File: src/rtl/cond_exec_ctrl.sv
// Conditional-execution gate: evaluates ARM condition codes against the
// status register, squashes failed instructions and discards wrong-path slots.
module cond_exec_ctrl #(
    parameter int unsigned FLUSH_CYCLES = 2
) (
    input  logic        clk,
    input  logic        rst,
    input  logic        in_valid,
    output logic        in_ready,
    input  logic [3:0]  in_cond,
    input  logic        in_s,
    input  logic        in_branch,
    input  logic        in_wb_en,
    input  logic        in_mem_r,
    input  logic        in_mem_w,
    input  logic [3:0]  in_alu_nzcv,
    input  logic        sr_wr_en,
    input  logic [3:0]  sr_wr_data,
    output logic        out_valid,
    input  logic        out_ready,
    output logic        out_exec,
    output logic        out_wb_en,
    output logic        out_mem_r,
    output logic        out_mem_w,
    output logic        out_branch_taken,
    output logic        flush,
    output logic [3:0]  status,
    output logic [15:0] exec_cnt,
    output logic [15:0] squash_cnt
);

    typedef enum logic {RUN, FLUSH} state_t;

    state_t      state_q, state_d;
    logic [2:0]  fcnt_q, fcnt_d;
    logic [3:0]  status_q, status_d;
    logic        vld_q, vld_d;
    logic        exec_q, exec_d;
    logic        wb_q, wb_d;
    logic        mr_q, mr_d;
    logic        mw_q, mw_d;
    logic        bt_q, bt_d;
    logic        flush_q, flush_d;
    logic [15:0] ecnt_q, ecnt_d;
    logic [15:0] scnt_q, scnt_d;
    logic        accept;
    logic        pass;
    logic        n, z, c, v;

    assign {n, z, c, v} = status_q;
    assign in_ready = !vld_q || out_ready;
    assign accept   = in_valid && in_ready;

    always_comb begin
        pass = 1'b1;
        case (in_cond)
            4'b0000: pass = z;
            4'b0001: pass = !z;
            4'b0010: pass = c;
            4'b0011: pass = !c;
            4'b0100: pass = n;
            4'b0101: pass = !n;
            4'b0110: pass = v;
            4'b0111: pass = !v;
            4'b1000: pass = c && !z;
            4'b1001: pass = !c || z;
            4'b1010: pass = (n == v);
            4'b1011: pass = (n != v);
            4'b1100: pass = !z && (n == v);
            4'b1101: pass = z || (n != v);
            default: pass = 1'b1;
        endcase
    end

    always_comb begin
        state_d  = state_q;
        fcnt_d   = fcnt_q;
        status_d = status_q;
        vld_d    = vld_q;
        exec_d   = exec_q;
        wb_d     = wb_q;
        mr_d     = mr_q;
        mw_d     = mw_q;
        bt_d     = bt_q;
        flush_d  = 1'b0;
        ecnt_d   = ecnt_q;
        scnt_d   = scnt_q;
        // Outputs only move when the downstream slot is free
        if (in_ready) begin
            vld_d  = 1'b0;
            exec_d = 1'b0;
            wb_d   = 1'b0;
            mr_d   = 1'b0;
            mw_d   = 1'b0;
            bt_d   = 1'b0;
            if (accept) begin
                case (state_q)
                    RUN: begin
                        vld_d  = 1'b1;
                        exec_d = pass;
                        wb_d   = in_wb_en && pass;
                        mr_d   = in_mem_r && pass;
                        mw_d   = in_mem_w && pass;
                        bt_d   = in_branch && pass;
                        if (pass) begin
                            if (ecnt_q != 16'hFFFF) ecnt_d = ecnt_q + 16'd1;
                            if (in_s) status_d = in_alu_nzcv;
                            if (in_branch) begin
                                flush_d = 1'b1;
                                state_d = FLUSH;
                                fcnt_d  = 3'(FLUSH_CYCLES);
                            end
                        end else if (scnt_q != 16'hFFFF) begin
                            scnt_d = scnt_q + 16'd1;
                        end
                    end
                    FLUSH: begin
                        fcnt_d = fcnt_q - 3'd1;
                        if (fcnt_q == 3'd1) state_d = RUN;
                    end
                    default: state_d = RUN;
                endcase
            end
        end
        // MSR write wins over a same-edge flag update
        if (sr_wr_en) status_d = sr_wr_data;
    end

    always_ff @(posedge clk or posedge rst) begin
        if (rst) begin
            state_q  <= RUN;
            fcnt_q   <= 3'd0;
            status_q <= 4'b0000;
            vld_q    <= 1'b0;
            exec_q   <= 1'b0;
            wb_q     <= 1'b0;
            mr_q     <= 1'b0;
            mw_q     <= 1'b0;
            bt_q     <= 1'b0;
            flush_q  <= 1'b0;
            ecnt_q   <= 16'd0;
            scnt_q   <= 16'd0;
        end else begin
            state_q  <= state_d;
            fcnt_q   <= fcnt_d;
            status_q <= status_d;
            vld_q    <= vld_d;
            exec_q   <= exec_d;
            wb_q     <= wb_d;
            mr_q     <= mr_d;
            mw_q     <= mw_d;
            bt_q     <= bt_d;
            flush_q  <= flush_d;
            ecnt_q   <= ecnt_d;
            scnt_q   <= scnt_d;
        end
    end

    assign out_valid        = vld_q;
    assign out_exec         = exec_q;
    assign out_wb_en        = wb_q;
    assign out_mem_r        = mr_q;
    assign out_mem_w        = mw_q;
    assign out_branch_taken = bt_q;
    assign flush            = flush_q;
    assign status           = status_q;
    assign exec_cnt         = ecnt_q;
    assign squash_cnt       = scnt_q;

endmodule

File: config.mk
export PLATFORM = sky130hd
export DESIGN_NAME = cond_exec_ctrl
export DESIGN_NICKNAME = d
export VERILOG_FILES = /design/src/rtl/cond_exec_ctrl.sv
export SDC_FILE = /design/constraint.sdc
export NUM_CORES = 1
export LEC_CHECK = 0
export CAP_MARGIN = 20
export CORE_ASPECT_RATIO = 1.2
export CORE_MARGIN = 3
export CORE_UTILIZATION = 45
export DETAILED_ROUTE_END_ITERATION = 7
export GPL_TIMING_DRIVEN = 1
export PLACE_DENSITY = 0.81
export SLEW_MARGIN = 20
export SYNTH_ARGS = -nofsm -noshare
export SYNTH_HDL_FRONTEND = slang
export SYNTH_SLANG_ARGS = --single-unit
File: constraint.sdc
create_clock -name clk -period 6.5 [get_ports clk]
set_clock_uncertainty 0.15 [all_clocks]
set_input_delay 1.3 -clock clk [delete_from_list [all_inputs] [get_ports clk]]
set_output_delay 1.3 -clock clk [all_outputs]
set_load 0.02 [all_outputs]
* Word-level counts from Yosys, hierarchy flattened
Index checks and enable logic that the tools add are counted.
** Storage, ports and cells
- Register bits after elaboration :: 47
- Output and inout bits :: 44
- Logic and storage cells :: 92
** Operators by class
- Bitwise operators :: 2
- Add/subtract/negate cells :: 3
- Equality and inequality tests :: 21
- Reduce and logical (&&, ||, !) cells :: 25
- Muxes and demuxes :: 29
** Operator list (count)
- adder 16 x 1 -> 16 bit, second input constant :: 2
- inequality test 16 bit, second input constant :: 2
- equality test 4 bit, second input constant :: 6
- two-way mux 4 bit :: 6
- two-way mux 1 bit :: 18
- equality test 4 x 3 -> 1 bit, second input constant :: 4
- AND reduction 5 bit :: 3
- case mux 1 bit (14 select lines) :: 1
- equality test 4 x 2 -> 1 bit, second input constant :: 2
- nonzero test 2 bit :: 4
- logical AND 1 bit :: 7
- two-way mux 3 bit :: 2
- inequality test 2 bit, second input constant :: 3
- case mux 3 bit (2 select lines) :: 1
- zero test 1 bit :: 5
- equality test 4 x 1 -> 1 bit, second input constant :: 1
- zero test 4 bit :: 1
- AND reduction 4 bit :: 1
- equality test 3 x 1 -> 1 bit, second input constant :: 1
- logical OR 1 bit :: 3
- subtractor 3 x 1 -> 3 bit, second input constant :: 1
- inverter 1 bit :: 2
- case mux 1 bit (2 select lines) :: 1
- AND reduction 2 bit :: 1
- other kinds (2) :: 2

* Logic depth before layout (Yosys ltp)
- Word-level depth :: 8
- Mapped depth :: 10
- Mapped depth without buffers :: 7

* Least setup slack after synthesis
No wires, ideal clock.
- Kind :: in2reg
- From :: in in_cond[3]
- To :: reg status_q[0], in the netlist status[0]
- Setup slack :: 3.158 ns
- Cell stages on the path :: 7
- Data arrival time :: 3.068 ns
- Buffers on the path :: 1
- Data required time :: 6.225 ns
- Library setup time :: 0.125 ns
- Cells stage by stage :: buf_2 -> or3b_2 -> o21ai_0 -> a211oi_2 -> a21oi_1 -> mux2_2 -> mux2_2
** Between the ends
- Longest elaborated chain between the ends :: 4
** RTL lines
- start, declared :: line 10 : input logic [3:0] in_cond,
- equality test 4 bit, or another cell as far along :: line 56 : case (in_cond)
- case mux 1 bit (14 select lines) * :: line 56
- nonzero test 2 bit (no source line) *
- AND reduction 5 bit (no source line) *
- end signal, assigned :: line 146 : status_q <= status_d;
- end, declared :: line 36 : logic [3:0] status_q, status_d;
Mark *: on every way between the ends. The rest lies on a longest branch, timed or not.
A chain may end at the register's enable or synchronous reset.

* Worst setup path in the final report
- From :: in out_ready
- To :: out in_ready
** Between the ends
- Longest elaborated chain between the ends :: 1
** RTL lines
- start, declared :: line 20 : input logic out_ready,
- logical OR 1 bit :: line 51 : assign in_ready = !vld_q || out_ready;
- end, declared :: line 9 : output logic in_ready,
Every way passes these cells.

==> results.sh <==
export IMPL_status="complete, no violations"
export IMPL_cts_tree="yes"
export IMPL_ys_seq_elements=47
export IMPL_timing_hold_violations_final=0
export IMPL_grt_max_degree=48
export IMPL_worst_slack_ps=2250
export IMPL_synth_top_cell_area_share=0.478
export IMPL_gr_total_overflow=0
export IMPL_first_iter_violations=104
export IMPL_max_slew_worst_pin_slew_ps=988
export IMPL_io_buffers=65
export IMPL_syn_area_um2=2460
export IMPL_yosys_top_cells_area="dfrtp_1 48%, xor2_1 6.4%, mux2_2 5.0%, xnor2_1 4.6%, nand2_1 3.4%"
export IMPL_core_um2=5110
export IMPL_yosysWarnings=0
export IMPL_syn_num_nets=256
export IMPL_gp_congestion=0.848
export IMPL_power_frac_seq=0.408
export IMPL_cap_viol_max_count=0
export IMPL_floorplan_initialDensity=0.481
export IMPL_ir_drop_uv=221
export IMPL_grt_pass1_vias=1993
export IMPL_placedCellCount=350
export IMPL_max_freq_mhz=235
export IMPL_worstPathArrival_ps=2800
export IMPL_cts_made_buffers=5
export IMPL_drc_errors=0
export IMPL_worstPathMaxFanout=7
export IMPL_pwr_density_cell_nw_per_um2=315
export IMPL_root_buffer="clkbuf_8"
export IMPL_setup_viol=0
export IMPL_holdWs_ps=337
export IMPL_die_x_um=73.5
export IMPL_area_delta_synth_final_pct=34.2
export IMPL_rsz0062_at_grt="no"
export IMPL_share_comb_of_total_power=0.347
export IMPL_p_clk_frac=0.245
export IMPL_swShare=0.344
export IMPL_syn_inst=230
export IMPL_rows=28
export IMPL_htreeDepth=2
export IMPL_clkTransAtPathRegs_ps=90
export IMPL_end_kind="output pin"
export IMPL_num_io_pins=66
export IMPL_antenna_found_initial=0
export IMPL_routed_via_density=5.48
export IMPL_required_ps=5050
export IMPL_die_y_um=87.0
export IMPL_clk_path_buf_depth=2
export IMPL_hold_buffers=0
export IMPL_grt_util_met2=0.307
export IMPL_cts_sinks=47
export IMPL_insertion_delay_ps=300
export IMPL_synth_largest_area_cell="dfrtp_1"
export IMPL_vias=1963
export IMPL_power_switching_w=0.000358
export IMPL_grt_busiest_layer="met2"
export IMPL_final_nets=323
export IMPL_drive_gt1_frac=0.114
export IMPL_fin_util=0.646
export IMPL_routedWlPerCell_um=15.1
export IMPL_totalWireLength_um=5410
export IMPL_r2r_start="out_valid"
export IMPL_detail_route_first_pass_iterations=4
export IMPL_p_leak_nw=1.40
export IMPL_synthFlopType="dfrtp_1"
export IMPL_setup_tns_ps=0
export IMPL_pre_cts_ws_ps=2150
export IMPL_final_cells=358
export IMPL_intPower_w=0.000684
export IMPL_track_usage=0.182
export IMPL_grtUsageMet1=0.236
export IMPL_synth_avg_cell_area_um2=10.7
export IMPL_synth_seq_area_share=0.478
export IMPL_cp_start_kind="input pin"
export IMPL_critPathKind="input pin to output pin"
export IMPL_synth_edf_count=0
export IMPL_dieArea_um2=6390
export IMPL_grt_pass1_wl_um=9240
export IMPL_synth_cell_type_count=41
export IMPL_timing_final_crit_share=0.653
export IMPL_async_reset_ff_frac=1.00
export IMPL_ant_nets=0
export IMPL_dp_hpwl_um=3960
export IMPL_hp_class="flop to flop"
export IMPL_cts_setup_buffers=0
export IMPL_grt_util_met3=0.0416
export IMPL_slew_headroom=0.341
export IMPL_period_needed_ps=4250
export IMPL_worstHoldStart="out_branch_taken"
export IMPL_ctsResizeCount=0
export IMPL_worstSetupStartpoint="out_ready"
export IMPL_slew_violations=0
export IMPL_n_antenna_cell=0
[cell families (layout without fill, tap and decap cells)]
family,count (synthesis),in the layout,share of synthesized area
xor gates and xnor gates,31,31,0.110
AOI/OAI and AO/OA,24,24,0.0666
adders and majority gates,4,4,0.0203
and+or+nand+nor,94,94,0.228
buffers and inverters,15,83,0.0275
DFF,47,47,0.478
muxes,15,15,0.0687
[through the flow]
| step | instance area [um^2] | power (W) |
|---|---|---|
| after global routing | 3300 | 0.00111 |
| after global placement | 3160 | 0.000784 |
| after CTS | 3300 | 0.00105 |
| after detailed placement | 3160 | 0.000794 |
| final | 3300 | 0.00104 |
| after floorplan | 2460 | 0.000638 |
[placed cells by master, fill, tap and decap left out, drive strengths merged, types with 2 or more instances in the layout]
cell type	Yosys	final
nor2b	2	2
bufinv	0	2
nand2b	3	3
xnor2	13	13
nand4	7	7
clkdlybuf4s50	0	65
xor2	18	18
nand2	22	22
nor3b	5	5
a22o	3	3
and3	3	3
nand3	16	16
nor4	12	12
and2	3	3
a31oi	5	5
nor2	8	8
mux2i	3	3
clkbuf	2	5
and3b	2	2
ha	4	4
nor3	8	8
o21ai	3	3
inv	9	8
dfrtp	47	47
a21o	4	4
mux2	12	12
a21oi	5	5
[worst max-delay path, stage by stage]
cell and delay (ps):
clkdlybuf4s50_1 400, nor2b_1 400, inv_1 130, clkdlybuf4s50_1 570
[synth_stat cells (4+ instances only)]
cell type,count
nor4_2,5
nor3_1,8
mux2_2,11
xor2_1,18
nor2_1,8
xnor2_1,13
a31oi_1,5
nand2_1,22
ha_1,4
nand3_1,15
inv_1,9
nor4_1,6
dfrtp_1,47
a21oi_1,5
nor3b_1,5
nand4_1,7
[power groups by stage]
stage	clock, W	sequential, W	combinational, W
floorplan	0	0.000476	0.000162
global placement	0	0.000428	0.000355
detailed placement	0	0.000430	0.000364
CTS	0.000261	0.000425	0.000365
global route	0.000275	0.000439	0.000399
finish	0.000255	0.000425	0.000362
[metal layers]
metal | wire (um) | up-vias
met5 | 0 | -
met4 | 48 | 0
met3 | 355 | 6
met2 | 2590 | 67
met1 | 2420 | 943
li1 | - | 947
[flip-flops by register name, indices dropped and copies added, names as in the netlist]
| register | count |
|---|---|
| exec_cnt | 16 |
| squash_cnt | 16 |
| status | 4 |
| fcnt_q | 3 |
| flush | 1 |
| out_branch_taken | 1 |
| out_exec | 1 |
| out_mem_r | 1 |
| out_mem_w | 1 |
| out_valid | 1 |
| out_wb_en | 1 |
| state_q | 1 |
[final timing paths]
kind	depth (start not counted)	endpoint	slack (ps)
min reg2reg	1	out_branch_taken	340
max reg2reg	7	exec_cnt[1]	3720
min	1	out_branch_taken	340
min in group asynchronous	2	squash_cnt[0]	1300
max in group asynchronous	2	exec_cnt[10]	4430
max	4	in_ready	2250
[area by class of cell]
class	count	area, um^2
repair buffers	66	658
flip-flops and latches	47	1180
inverters	9	35.0
multi-input cells	168	1220
clock buffers	5	68.8
fillers	444	1810
clock inverters	3	67.6
well taps	60	75.1
(Power assumes the default switching activity.)
